===== config.mk =====
export PLATFORM = sky130hd
export DESIGN_NAME = logic_unit_seq
export DESIGN_NICKNAME = d
export VERILOG_FILES = /design/src/rtl/logic_unit_seq.sv
export SDC_FILE = /design/constraint.sdc
export NUM_CORES = 1
export LEC_CHECK = 0
export BUFFER_PORTS_ARGS = -buffer_cell sky130_fd_sc_hd__buf_2
export CELL_PAD_IN_SITES_DETAIL_PLACEMENT = 0
export CELL_PAD_IN_SITES_GLOBAL_PLACEMENT = 1
export CORE_ASPECT_RATIO = 0.6
export CORE_MARGIN = 5
export CORE_UTILIZATION = 49
export DETAILED_ROUTE_END_ITERATION = 12
export PLACE_DENSITY = 0.92
export SYNTH_ARGS = -nofsm -noshare
export SYNTH_HDL_FRONTEND = slang
export SYNTH_SLANG_ARGS = --single-unit

===== constraint.sdc =====
create_clock -name clk -period 5.2 [get_ports clk]
set_input_delay 0.26 -clock clk [delete_from_list [all_inputs] [get_ports clk]]
set_output_delay 0.26 -clock clk [all_outputs]
set_load 0.05 [all_outputs]

===== src/rtl/logic_unit_seq.sv =====
// Multi-cycle bitwise logic unit: CHUNK bits per beat, valid/ready in and out, registered flags.
// Optional popcount output CNT is enabled by defining LOGIC_UNIT_SEQ_POPCNT_EN.
module logic_unit_seq #(
  parameter int unsigned WIDTH = 8,
  parameter int unsigned CHUNK = 8
) (
  input  logic             clk,
  input  logic             rst_n,
  input  logic             in_valid,
  output logic             in_ready,
  input  logic [2:0]       OP,
  input  logic [WIDTH-1:0] X,
  input  logic [WIDTH-1:0] Y,
  output logic             out_valid,
  input  logic             out_ready,
  output logic [WIDTH-1:0] Z,
  output logic             Zflag,
  output logic             Oflag,
  output logic             Pflag
`ifdef LOGIC_UNIT_SEQ_POPCNT_EN
  ,
  output logic [$clog2(WIDTH+1)-1:0] CNT
`endif
);

  localparam int unsigned NBEAT = WIDTH / CHUNK;
  localparam int unsigned CNTW  = (NBEAT > 1) ? $clog2(NBEAT) : 1;

  localparam logic [1:0] S_IDLE = 2'd0;
  localparam logic [1:0] S_BUSY = 2'd1;
  localparam logic [1:0] S_DONE = 2'd2;

  generate
    if (WIDTH < 1 || CHUNK < 1 || (WIDTH % CHUNK) != 0) begin : g_param_err
      $error("logic_unit_seq: WIDTH must be >=1 and a multiple of CHUNK");
    end
  endgenerate

  logic [1:0]       r_state;
  logic [1:0]       w_state_nxt;
  logic [WIDTH-1:0] r_x;
  logic [WIDTH-1:0] r_y;
  logic [2:0]       r_op;
  logic [CNTW-1:0]  r_cnt;
  logic [WIDTH-1:0] r_acc;
  logic [WIDTH-1:0] r_z;
  logic             r_zf;
  logic             r_of;
  logic             r_pf;
  logic [CHUNK-1:0] w_xs;
  logic [CHUNK-1:0] w_ys;
  logic [CHUNK-1:0] w_slice;
  logic [WIDTH-1:0] w_acc_next;
  logic             w_last;
  logic             w_accept;
  logic             w_zero_next;

  // One chunk of the selected bitwise function
  function automatic logic [CHUNK-1:0] f_op(input logic [2:0] op,
                                            input logic [CHUNK-1:0] a,
                                            input logic [CHUNK-1:0] b);
    f_op = a;
    case (op)
      3'd0: f_op = a & b;
      3'd1: f_op = a | b;
      3'd2: f_op = a ^ b;
      3'd3: f_op = ~(a & b);
      3'd4: f_op = ~(a | b);
      3'd5: f_op = ~(a ^ b);
      3'd6: f_op = a & ~b;
      3'd7: f_op = a;
      default: f_op = a;
    endcase
  endfunction

  assign in_ready  = (r_state == S_IDLE) || ((r_state == S_DONE) && out_ready);
  assign out_valid = (r_state == S_DONE);
  assign w_accept  = in_valid && in_ready;
  assign w_last    = (r_cnt == CNTW'(NBEAT - 1));
  assign w_slice   = f_op(r_op, w_xs, w_ys);

  // Select the current beat's operand slices and merge the result slice
  always_comb begin
    w_xs       = '0;
    w_ys       = '0;
    w_acc_next = r_acc;
    for (int unsigned b = 0; b < NBEAT; b++) begin
      if (r_cnt == CNTW'(b)) begin
        w_xs = r_x[b*CHUNK +: CHUNK];
        w_ys = r_y[b*CHUNK +: CHUNK];
        w_acc_next[b*CHUNK +: CHUNK] = w_slice;
      end
    end
  end

`ifdef LOGIC_UNIT_SEQ_POPCNT_EN
  localparam int unsigned PCW = $clog2(WIDTH + 1);
  logic [PCW-1:0] r_pop;
  logic [PCW-1:0] w_spop;
  logic [PCW-1:0] w_pop_next;

  always_comb begin
    w_spop = '0;
    for (int unsigned i = 0; i < CHUNK; i++) begin
      w_spop = w_spop + PCW'(w_slice[i]);
    end
  end

  assign w_pop_next  = r_pop + w_spop;
  assign w_zero_next = (w_pop_next == '0);
  assign CNT         = r_pop;

  always_ff @(posedge clk or negedge rst_n) begin
    if (!rst_n) begin
      r_pop <= '0;
    end else if (w_accept) begin
      r_pop <= '0;
    end else if (r_state == S_BUSY) begin
      r_pop <= w_pop_next;
    end
  end
`else
  assign w_zero_next = (w_acc_next == '0);
`endif

  always_ff @(posedge clk or negedge rst_n) begin
    if (!rst_n) r_state <= S_IDLE;
    else        r_state <= w_state_nxt;
  end

  always_comb begin
    w_state_nxt = r_state;
    case (r_state)
      S_IDLE:  if (in_valid) w_state_nxt = S_BUSY;
      S_BUSY:  if (w_last) w_state_nxt = S_DONE;
      S_DONE:  if (out_ready) w_state_nxt = in_valid ? S_BUSY : S_IDLE;
      default: w_state_nxt = S_IDLE;
    endcase
  end

  // Operand latch, beat accumulation, and result/flag capture on the final beat
  always_ff @(posedge clk or negedge rst_n) begin
    if (!rst_n) begin
      r_x   <= '0;
      r_y   <= '0;
      r_op  <= '0;
      r_cnt <= '0;
      r_acc <= '0;
      r_z   <= '0;
      r_zf  <= 1'b1;
      r_of  <= 1'b0;
      r_pf  <= 1'b0;
    end else if (w_accept) begin
      r_x   <= X;
      r_y   <= Y;
      r_op  <= OP;
      r_cnt <= '0;
      r_acc <= '0;
    end else if (r_state == S_BUSY) begin
      r_acc <= w_acc_next;
      if (w_last) begin
        r_cnt <= '0;
        r_z   <= w_acc_next;
        r_zf  <= w_zero_next;
        r_of  <= &w_acc_next;
        r_pf  <= ^w_acc_next;
      end else begin
        r_cnt <= r_cnt + CNTW'(1);
      end
    end
  end

  assign Z     = r_z;
  assign Zflag = r_zf;
  assign Oflag = r_of;
  assign Pflag = r_pf;

endmodule


==> flow_summary.json <==
{
  "status": "finished, final reports clean",
  "start_util_pct": 49.70,
  "power_density_mw_per_mm2": 519.3,
  "finalHoldWorstSlack_ps": 24.80,
  "antenna_cells": 0,
  "seq_area_frac_synth_pct": 32.57,
  "final_common_cell": "buf_2",
  "die_area_mm2": 0.006589,
  "cts-root-buf": "clkbuf_8",
  "yosys_warnings": 0,
  "h-tree-depth": 2,
  "drive_above_1_share_pct": 30.62,
  "syn_area_mm2": 0.002462,
  "slew_viol_final": 0,
  "ys_types": 36,
  "skew_ps": 3.988,
  "tritoncts": "done",
  "firstDrtPassIters": 4,
  "cts.sinks": 32,
  "hold_viol": 0,
  "min_period_ps": 2741,
  "dr.first_iter.drc_count": 49,
  "leakagePower_nw": 1.357,
  "register_area_um2": 802.0,
  "vias_per_cell": 5.154,
  "ant_nets": 0,
  "cts_buffers": 5,
  "grt_pass1_vias": 1684,
  "ioPinCount": 36,
  "multi_input_area_mm2": 0.001451,
  "fp-row-count": 20,
  "clock_latency_ps": 280,
  "ir_drop_v": 0.0002977,
  "fmax_ghz": 0.3648,
  "required_ps": 5330,
  "nFillCells": 456,
  "finalWirelength_mm": 4.405,
  "final_cell_mix": "buf_2, ha_1, dfrtp_1",
  "port_buffers": 35,
  "route.detailed.drc": 0,
  "vias": 1670,
  "yosys_register_bits": 32,
  "critical_path_class": "flip-flop to flip-flop",
  "netlist_instances": 226,
  "cp.arrival_ps": 2870,
  "dpl.hpwl_mm": 3.375,
  "wire_per_inst_um": 13.60,
  "clk_pin_slew_ps": 70,
  "maxCapViolCount": 0,
  "start_kind": "flip-flop",
  "gp_congestion": 0.7669,
  "globalRoute.totalOverflow": 0,
  "finalSetupTns_ps": 0,
  "grt_pass1_wl_mm": 7.679,
  "r2r-end": "Pflag",
  "area_delta_synth_final_pct": 9.909,
  "cts_buffer_depth": 2,
  "fin_util_pct": 54.62,
  "grt_usage_pct": 14.58,
  "worstHoldPathType": "primary input to asynchronous set/reset pin",
  "post_cts_resized": 0,
  "max_slew_margin_pct": 19.98,
  "worst_setup_path_end_kind": "flip-flop",
  "synth_top_flop_cell": "dfrtp_1",
  "cp_max_fo": 41,
  "grt_max_degree": 42,
  "reg2reg_depth": 7,
  "grt_antenna_before_repair": 0,
  "setup_violations": 0,
  "syn_nets": 281,
  "final_nets": 312,
  "rsz0062_at_grt": "no",
  "die_y_um": 64.91,
  "timing.rr.start": "r_op[0]",
  "r2r_slack_ps": 2460,
  "synthArstFlopShare_pct": 100.0,
  "holdBufCountCts": 0,
  "fin_crit_sh_pct": 52.72,
  "core_area_mm2": 0.004955,
  "avgSynthCellArea_um2": 10.90,
  "synth_edf_count": 0,
  "worst_pin_slew_ps": 1200,
  "cts_setup_buffers": 0,
  "dieWidth_um": 101.5
}
## per-stage QoR
stage | cells | setup WS [ps] | instance area [um2] | total power, W
6_report | 324 | 2459 | 2706 | 0.001406
5_1_grt | 324 | 2202 | 2706 | 0.001529
4_1_cts | 324 | 2443 | 2706 | 0.001424
3_5_place_dp | 316 | 2434 | 2616 | 0.001218
3_3_place_gp | 316 | 2500 | 2616 | 0.001202
2_1_floorplan | 226 | 3124 | 2462 | 0.001085
## area by class of cell
class                      count  area share (%)
sequential                    32           29.63
clock buffer                   8           3.329
multi-input combinational    155           53.63
tap                           66           3.051
timing repair buffer          35           6.472
inverter                      28           3.883
## how the worst max path moves through the flow
stage,from,end,cells after the start,slack [ps]
2_1_floorplan,r_state[0],r_op[0],4,3120
3_3_place_gp,r_op[0],Pflag,7,2500
3_5_place_dp,r_op[0],Pflag,7,2430
4_1_cts,r_op[0],Pflag,7,2440
5_1_grt,r_op[0],Pflag,7,2200
6_report,r_op[0],Pflag,7,2460
## synthesized netlist by cell type (2+ instances only)
library cell,count,area share (%)
a211oi_1,4,1.2
dfrtp_1,31,32
and2b_1,8,2.4
nor2b_1,2,0.51
mux2_2,19,8.7
buf_2,3,0.61
a21oi_1,5,1.0
buf_12,2,1.6
nand2_1,11,1.7
buf_6,3,1.4
o221ai_2,4,2.4
and4b_1,3,1.2
ha_1,32,16
or2b_1,3,0.91
nor2_1,6,0.91
mux2i_1,6,2.4
xnor2_1,3,1.1
nand4_1,2,0.51
mux2_1,5,2.3
o21ai_0,3,0.61
a32oi_1,3,1.1
inv_1,28,4.3
and2_1,2,0.51
and3b_1,2,0.71
o21ai_1,8,1.6
clkbuf_1,2,0.30
nand2b_1,9,2.3
o32ai_2,9,5.9
## per-layer routing
layer	share of wire, %	up-vias	wire length [um]	GRT usage [%]
li1	-	844	-	-
met1	52	800	2312	20.22
met2	44	24	1918	22.72
met3	3.4	2	151	4.301
met4	0.50	0	22	2.488
met5	0	-	0	0
## critical path: stages (launching register included)
cell	delay (ps)
dfrtp_1	1130
mux2_1	290
o32ai_2	90
o32ai_2	370
ha_1	300
xnor2_1	190
xnor2_1	130
o21ai_0	80
## logic make-up after synthesis
kind of cell | synth area share, %
compound gates | 14.33
xor+xnor | 1.067
fa+ha+maj | 16.26
buf+inv | 8.486
flops | 32.57
mux | 13.41
simple gates | 13.87
## sequential cells by signal, summed over array words and instances, names as in the netlist
name and flops:
r_op 3, Oflag 1, r_x 8, r_y 8
Zflag 1, Pflag 1, Z 8, r_state 2
## report_power, final
group / internal [W] / leakage, nW / switching (W) / total, W
sequential: 0.000324 / 0.383 / 0.0000996 / 0.000423
combinational: 0.000350 / 0.929 / 0.000436 / 0.000786
clock: 0.000108 / 0.0455 / 0.0000885 / 0.000196
Note: power is estimated with default switching activity, not from simulation.
